--- config.mk ---
export PLATFORM = sky130hd
export DESIGN_NAME = alu_arbiter
export DESIGN_NICKNAME = d
export VERILOG_FILES = /design/src/rtl/alu_arbiter.sv
export SDC_FILE = /design/constraint.sdc
export NUM_CORES = 1
export LEC_CHECK = 0
export CORE_AREA = 5 5 130 132
export DETAILED_ROUTE_END_ITERATION = 10
export DIE_AREA = 0 0 135 137
export PLACE_DENSITY = 0.67
export REMOVE_ABC_BUFFERS = 1
export SETUP_SLACK_MARGIN = 0.2
export SLEW_MARGIN = 20
export SYNTH_ARGS = -nofsm -noshare
export SYNTH_HDL_FRONTEND = slang
export SYNTH_SLANG_ARGS = --single-unit
--- constraint.sdc ---
create_clock -name clk_i -period 2.5 [get_ports clk_i]
set_input_delay 0.25 -clock clk_i [delete_from_list [all_inputs] [get_ports clk_i]]
set_output_delay 0.25 -clock clk_i [all_outputs]
set_load 0.01 [all_outputs]
--- src/rtl/alu_arbiter.sv ---
// Round-robin arbiter that shares one combinational ALU between two requesters.
// Optional grant statistics counters are enabled by defining ALU_ARB_STATS_EN.
module alu_arbiter #(
   parameter int unsigned NREQ  = 2,
   parameter int unsigned CNT_W = 16
) (
   input  logic             clk_i,
   input  logic             rst_i,

   input  logic             req_valid_0_i,
   output logic             req_ready_0_o,
   input  logic [31:0]      req_data1_0_i,
   input  logic [31:0]      req_data2_0_i,
   input  logic [3:0]       req_op_0_i,
   output logic             rsp_valid_0_o,
   input  logic             rsp_ready_0_i,
   output logic [31:0]      rsp_result_0_o,

   input  logic             req_valid_1_i,
   output logic             req_ready_1_o,
   input  logic [31:0]      req_data1_1_i,
   input  logic [31:0]      req_data2_1_i,
   input  logic [3:0]       req_op_1_i,
   output logic             rsp_valid_1_o,
   input  logic             rsp_ready_1_i,
   output logic [31:0]      rsp_result_1_o,

   output logic [31:0]      alu_data1_o,
   output logic [31:0]      alu_data2_o,
   output logic [3:0]       alu_op_o,
   input  logic [31:0]      alu_result_i,

   output logic [CNT_W-1:0] grant_cnt_0_o,
   output logic [CNT_W-1:0] grant_cnt_1_o
);

   localparam int unsigned GntW = (NREQ > 1) ? $clog2(NREQ) : 1;

   typedef enum logic {StEmpty, StFull} slot_state_e;

   logic [1:0]      w_req_valid;
   logic [1:0]      w_rsp_ready;
   logic [31:0]     w_data1 [2];
   logic [31:0]     w_data2 [2];
   logic [3:0]      w_op    [2];
   logic [1:0]      w_slot_free;
   logic [1:0]      w_elig;
   logic [1:0]      w_gnt;
   logic            w_last_is_1;

   slot_state_e     r_state  [2];
   logic [31:0]     r_result [2];
   logic [GntW-1:0] r_last_gnt;

   assign w_req_valid = {req_valid_1_i, req_valid_0_i};
   assign w_rsp_ready = {rsp_ready_1_i, rsp_ready_0_i};
   assign w_data1[0]  = req_data1_0_i;
   assign w_data1[1]  = req_data1_1_i;
   assign w_data2[0]  = req_data2_0_i;
   assign w_data2[1]  = req_data2_1_i;
   assign w_op[0]     = req_op_0_i;
   assign w_op[1]     = req_op_1_i;

   // A full slot can be refilled in the same cycle it is drained.
   always_comb begin
      for (int k = 0; k < 2; k++) begin
         w_slot_free[k] = (r_state[k] == StEmpty) || w_rsp_ready[k];
         w_elig[k]      = w_req_valid[k] && w_slot_free[k] && !rst_i;
      end
   end

   assign w_last_is_1 = (r_last_gnt == GntW'(1));

   // Under contention the port that did not win most recently takes the grant.
   assign w_gnt[0] = w_elig[0] && (!w_elig[1] || w_last_is_1);
   assign w_gnt[1] = w_elig[1] && (!w_elig[0] || !w_last_is_1);

   assign req_ready_0_o = w_gnt[0];
   assign req_ready_1_o = w_gnt[1];

   always_comb begin
      alu_data1_o = 32'd0;
      alu_data2_o = 32'd0;
      alu_op_o    = 4'd0;
      if (w_gnt[0]) begin
         alu_data1_o = w_data1[0];
         alu_data2_o = w_data2[0];
         alu_op_o    = w_op[0];
      end else if (w_gnt[1]) begin
         alu_data1_o = w_data1[1];
         alu_data2_o = w_data2[1];
         alu_op_o    = w_op[1];
      end
   end

   always_ff @(posedge clk_i) begin
      if (rst_i) begin
         r_last_gnt <= GntW'(1);
         for (int k = 0; k < 2; k++) begin
            r_state[k]  <= StEmpty;
            r_result[k] <= 32'd0;
         end
      end else begin
         if (|w_gnt) begin
            r_last_gnt <= GntW'(w_gnt[1]);
         end
         for (int k = 0; k < 2; k++) begin
            case (r_state[k])
               StEmpty: begin
                  if (w_gnt[k]) begin
                     r_state[k]  <= StFull;
                     r_result[k] <= alu_result_i;
                  end
               end
               StFull: begin
                  if (w_gnt[k]) begin
                     r_result[k] <= alu_result_i;
                  end else if (w_rsp_ready[k]) begin
                     r_state[k] <= StEmpty;
                  end
               end
               default: r_state[k] <= StEmpty;
            endcase
         end
      end
   end

   assign rsp_valid_0_o  = (r_state[0] == StFull);
   assign rsp_valid_1_o  = (r_state[1] == StFull);
   assign rsp_result_0_o = r_result[0];
   assign rsp_result_1_o = r_result[1];

`ifdef ALU_ARB_STATS_EN
   logic [CNT_W-1:0] r_cnt [2];

   always_ff @(posedge clk_i) begin
      if (rst_i) begin
         r_cnt[0] <= '0;
         r_cnt[1] <= '0;
      end else begin
         for (int k = 0; k < 2; k++) begin
            if (w_gnt[k]) begin
               r_cnt[k] <= r_cnt[k] + CNT_W'(1);
            end
         end
      end
   end

   assign grant_cnt_0_o = r_cnt[0];
   assign grant_cnt_1_o = r_cnt[1];
`else
   assign grant_cnt_0_o = '0;
   assign grant_cnt_1_o = '0;
`endif

   a_gnt_onehot: assert property (@(posedge clk_i) !(w_gnt[0] && w_gnt[1]));
   a_no_gnt_in_reset: assert property (@(posedge clk_i) rst_i |-> (w_gnt == 2'b00));

endmodule
### Word level (Yosys, flattened, before mapping)

Memories as Yosys holds them, arrays and structs flattened.
Cells that the tools add are included.

* bits in registers: 1
* memory bits (writable): 66
* input port bits: 174
* output and inout bits: 168
* logic and storage cells: 68
* memories kept: 2

* multiplexer cells: 40
* bitwise operators: 10
* reduce and logical (&&, ||, !) cells: 15

Memories
* r_result: depth 2, bits a word 32, rd ports 2, clocked after memory_dff 0, write ports 2, line 52 `logic [31:0] r_result [2];`
* r_state: depth 2, bits a word 1, rd ports 2, clocked after memory_dff 0, write ports 2, line 51 `slot_state_e r_state [2];`

Operators with widths (count)
* 2-to-1 mux 32 bit: 8
* 2-to-1 mux 1 bit: 30
* 2-to-1 mux 4 bit: 2
* OR 1 bit: 8
* logical AND 1 bit: 6
* logical NOT 1 bit: 4
* logical OR 1 bit: 4
* NOT 1 bit: 2
* OR reduction 2 bit: 1

### Logic depth before layout (Yosys ltp)

An unclocked memory read counts as a cell.

* depth in word-level cells: 14
* mapped depth: 7

### Worst setup path before layout

OpenSTA, ideal clock, no wires.

* path kind: reg-to-reg
* start point: mem r_state[0] (netlist bit)
* end point: mem r_result[0][0] (enable)
* library setup time: 0.428 ns
* data arrival time: 2.224 ns
* required time: 2.072 ns
* slack: -0.152 ns
* cell stages (with the launch flop): 4
* cells stage by stage: edfxtp_1 > nand2b_2 > nand2_1 > o21bai_1

RTL lines (line)
* start, declared: 51
* end, declared: 52

==> flow_metrics.env <==
export IMPL_cts_made_buffers=9
export IMPL_num_antenna_cells=0
export IMPL_clock_latency_ns=0.32
export IMPL_p_per_area_nw_per_um2=517
export IMPL_p_sw_uw=989
export IMPL_skew_ns=0.00319
export IMPL_finalCritPeriodShare_pct=92.8
export IMPL_hold_viol_final=0
export IMPL_row_count=46
export IMPL_fin_nets=812
export IMPL_crit_arrival_ns=2.07
export IMPL_async_reset_ff_share_pct=0
export IMPL_required_ns=2.25
export IMPL_maxCapViolations=0
export IMPL_fin_area_um2=7380
export IMPL_tritoncts="done"
export IMPL_post_route_min_period_ns=2.32
export IMPL_grt_max_degree=39
export IMPL_stdcell_count=859
export IMPL_p_sw_share_pct=25.9
export IMPL_busiest_layer="met2"
export IMPL_die_area_um2=18500
export IMPL_status="finished, final reports clean"
export IMPL_synth_area_leaders="edfxtp_1, a22o_1, buf_4"
export IMPL_antenna_left=0
export IMPL_finalSetupTns_ns=0
export IMPL_synthDistinctLibCells=26
export IMPL_postPlaceCellArea_um2=6950
export IMPL_nFillCells=1417
export IMPL_reg2reg_setup_slack_ns=0.46
export IMPL_clock_sinks=67
export IMPL_synth_area_mux_share_pct=0
export IMPL_final_layout_size_suffix_gt1_share_pct=11.7
export IMPL_p_comb_share_pct=31.8
export IMPL_antenna_found_initial=1
export IMPL_hp_class="input port to flip-flop"
export IMPL_synth_area_um2=3580
export IMPL_grt_use_total_pct=20.0
export IMPL_drc=0
export IMPL_synth_seq_area_share_pct=55.6
export IMPL_vias_per_cell=4.39
export IMPL_worst_slew_pin_slew_ns=1.03
export IMPL_vdd_drop_max_uv=254
export IMPL_whs_ns=0.425
export IMPL_core_area_um2=15600
export IMPL_wirelength_mm=19.5
export IMPL_p_int_mw=2.82
export IMPL_crit_path_end_kind="primary output"
export IMPL_dominantRegCellSynth="edfxtp_1"
export IMPL_synth_seq_cells=67
export IMPL_synth_compound_area_share_pct=18.3
export IMPL_grt_setup_unrepaired="true"
export IMPL_synth_top_family_by_area="compound AO/OA/AOI/OAI gates"
export IMPL_synth_adder_area_share_pct=0
export IMPL_worstSetupPathType="flip-flop to primary output"
export IMPL_setup_violations=0
export IMPL_pwr_share_clk_pct=31.5
export IMPL_worstSetupStartpointType="flip-flop"
export IMPL_grt_overflow_total=0
export IMPL_maxSlewHeadroom_pct=30.9
export IMPL_synth_most_common_cell="a22o_1"
export IMPL_place_inst=833
export IMPL_htree_levels=3
export IMPL_ios=342
export IMPL_dpl_hpwl_mm=15.2
export IMPL_yosysTopAreaCell="edfxtp_1"
export IMPL_die_h_um=137
export IMPL_fmax_mhz=431
export IMPL_initialDrtViolationCount=135
export IMPL_use_met3_pct=9.89
export IMPL_synthTopCellsByCount="a22o_1, nor2_1, edfxtp_1"
export IMPL_dr_pass1_iters=4
export IMPL_portBuffers=309
export IMPL_p_seq_share_pct=36.8
export IMPL_place_congestion=0.867
export IMPL_synth_xor_area_share_pct=0
export IMPL_postSynthAreaPerCell_um2=11.3
export IMPL_root_buffer="clkbuf_16"
export IMPL_grt_pass1_wl_mm=26.8
export IMPL_synth_edff_count=65
export IMPL_start_util_pct=23.0
export IMPL_synth_top_area_share_pct=54.5
export IMPL_crit_fanout=15
export IMPL_num_vias=3770
export IMPL_total_leakage_power_nw=3.05
export IMPL_die_w_um=135
export IMPL_areaGrowthSynthToFinish_pct=106
export IMPL_use_met1_pct=23.1
export IMPL_yosys_area_share_simple_pct=15.4
export IMPL_ys_warn_count=0
export IMPL_synth_cells=316
export IMPL_slew_violations=0
export IMPL_clockBufferDepth=2
export IMPL_fin_util_pct=47.3
export IMPL_grt_use_met2_pct=33.1
export IMPL_clkSlewWorstSetupHoldPaths_ns=0.05
export IMPL_wl_per_cell_um=22.7
export IMPL_grt_pass1_vias=4085
## metrics by stage
| stage | total power, mW | setup slack, ns |
|---|---|---|
| 5_1_grt | 3.98 | 0.0926 |
| 3_5_place_dp | 2.63 | -0.0588 |
| 2_1_floorplan | 1.78 | -0.911 |
| 3_3_place_gp | 2.63 | -0.0620 |
| 6_report | 3.81 | 0.179 |
| 4_1_cts | 3.85 | 0.149 |
## per-layer routing
metal  vias to the layer above  part of all wire, %
met5                         -                0.036
met4                         2                  1.6
met3                        23                   12
met2                       200                   48
met1                      1810                   38
li1                       1735                    -
## registers in the layout, indices dropped and copies added (netlist names)
register / flops
r_state: 2
r_result: 64
r_last_gnt: 1
## layout by cell type (no fill, tap or decap), types with 15 or more instances in the layout
| cell type | instances |
|---|---|
| clkdlybuf4s15_1 | 32 |
| dlygate4sd2_1 | 19 |
| buf_4 | 16 |
| clkbuf_2 | 15 |
| nor2_1 | 65 |
| nand2b_1 | 34 |
| a22o_1 | 67 |
| conb_1 | 32 |
| clkdlybuf4s50_1 | 236 |
| edfxtp_1 | 65 |
## area by class of cell
cell class	count	area (um2)	share of cell area [%]
repair buffers	337	3420	46.4
flip-flops and latches	67	1990	27.0
multi-input cells	223	1410	19.1
well taps	216	270	3.66
clock buffers	11	233	3.16
clock inverters	5	53.8	0.729
## final timing paths
check	start	endpoint	depth (start not counted)
setup / recovery	r_state[0]	alu_data2_o[13]	7
hold / removal	rsp_ready_0_i	r_state[0]	3
setup reg to reg	r_state[0]	r_result[0][15]	4
hold reg to reg	r_last_gnt	r_last_gnt	1
## cells by family (layout without fill, tap and decap cells)
group / count (synthesis) / in the layout
AND/OR/NAND/NOR: 114 / 114
buffers and inverters: 57 / 353
AO/OA/AOI/OAI: 77 / 77
flip-flops: 67 / 67
other: 1 / 32
## critical path, cell delays in order (launching register included)
cell and delay [ns]:
edfxtp_1 0.43, nand2b_4 0.12, nand3_4 0.08, and3_4 0.20, buf_12 0.13, bufbuf_16 0.28
a22o_1 0.24, clkdlybuf4s15_1 0.26
## power by group through the flow
stage	Clock (mW)	Combinational, mW	Sequential [mW]
floorplan	0	0.299	1.48
global placement	0	1.20	1.42
detailed placement	0	1.20	1.42
CTS	1.23	1.21	1.40
global route	1.28	1.29	1.41
finish	1.20	1.21	1.40
## repair_timing
item | CTS | global route
resized for setup | 84 | 67
setup buffers | 5 | 1
gates cloned | 4 | 0
setup endpoints to repair | 68 | 62
pin swaps | 3 | 0
hold buffers | 0 | 0
Note: power is estimated with default switching activity, not from simulation.
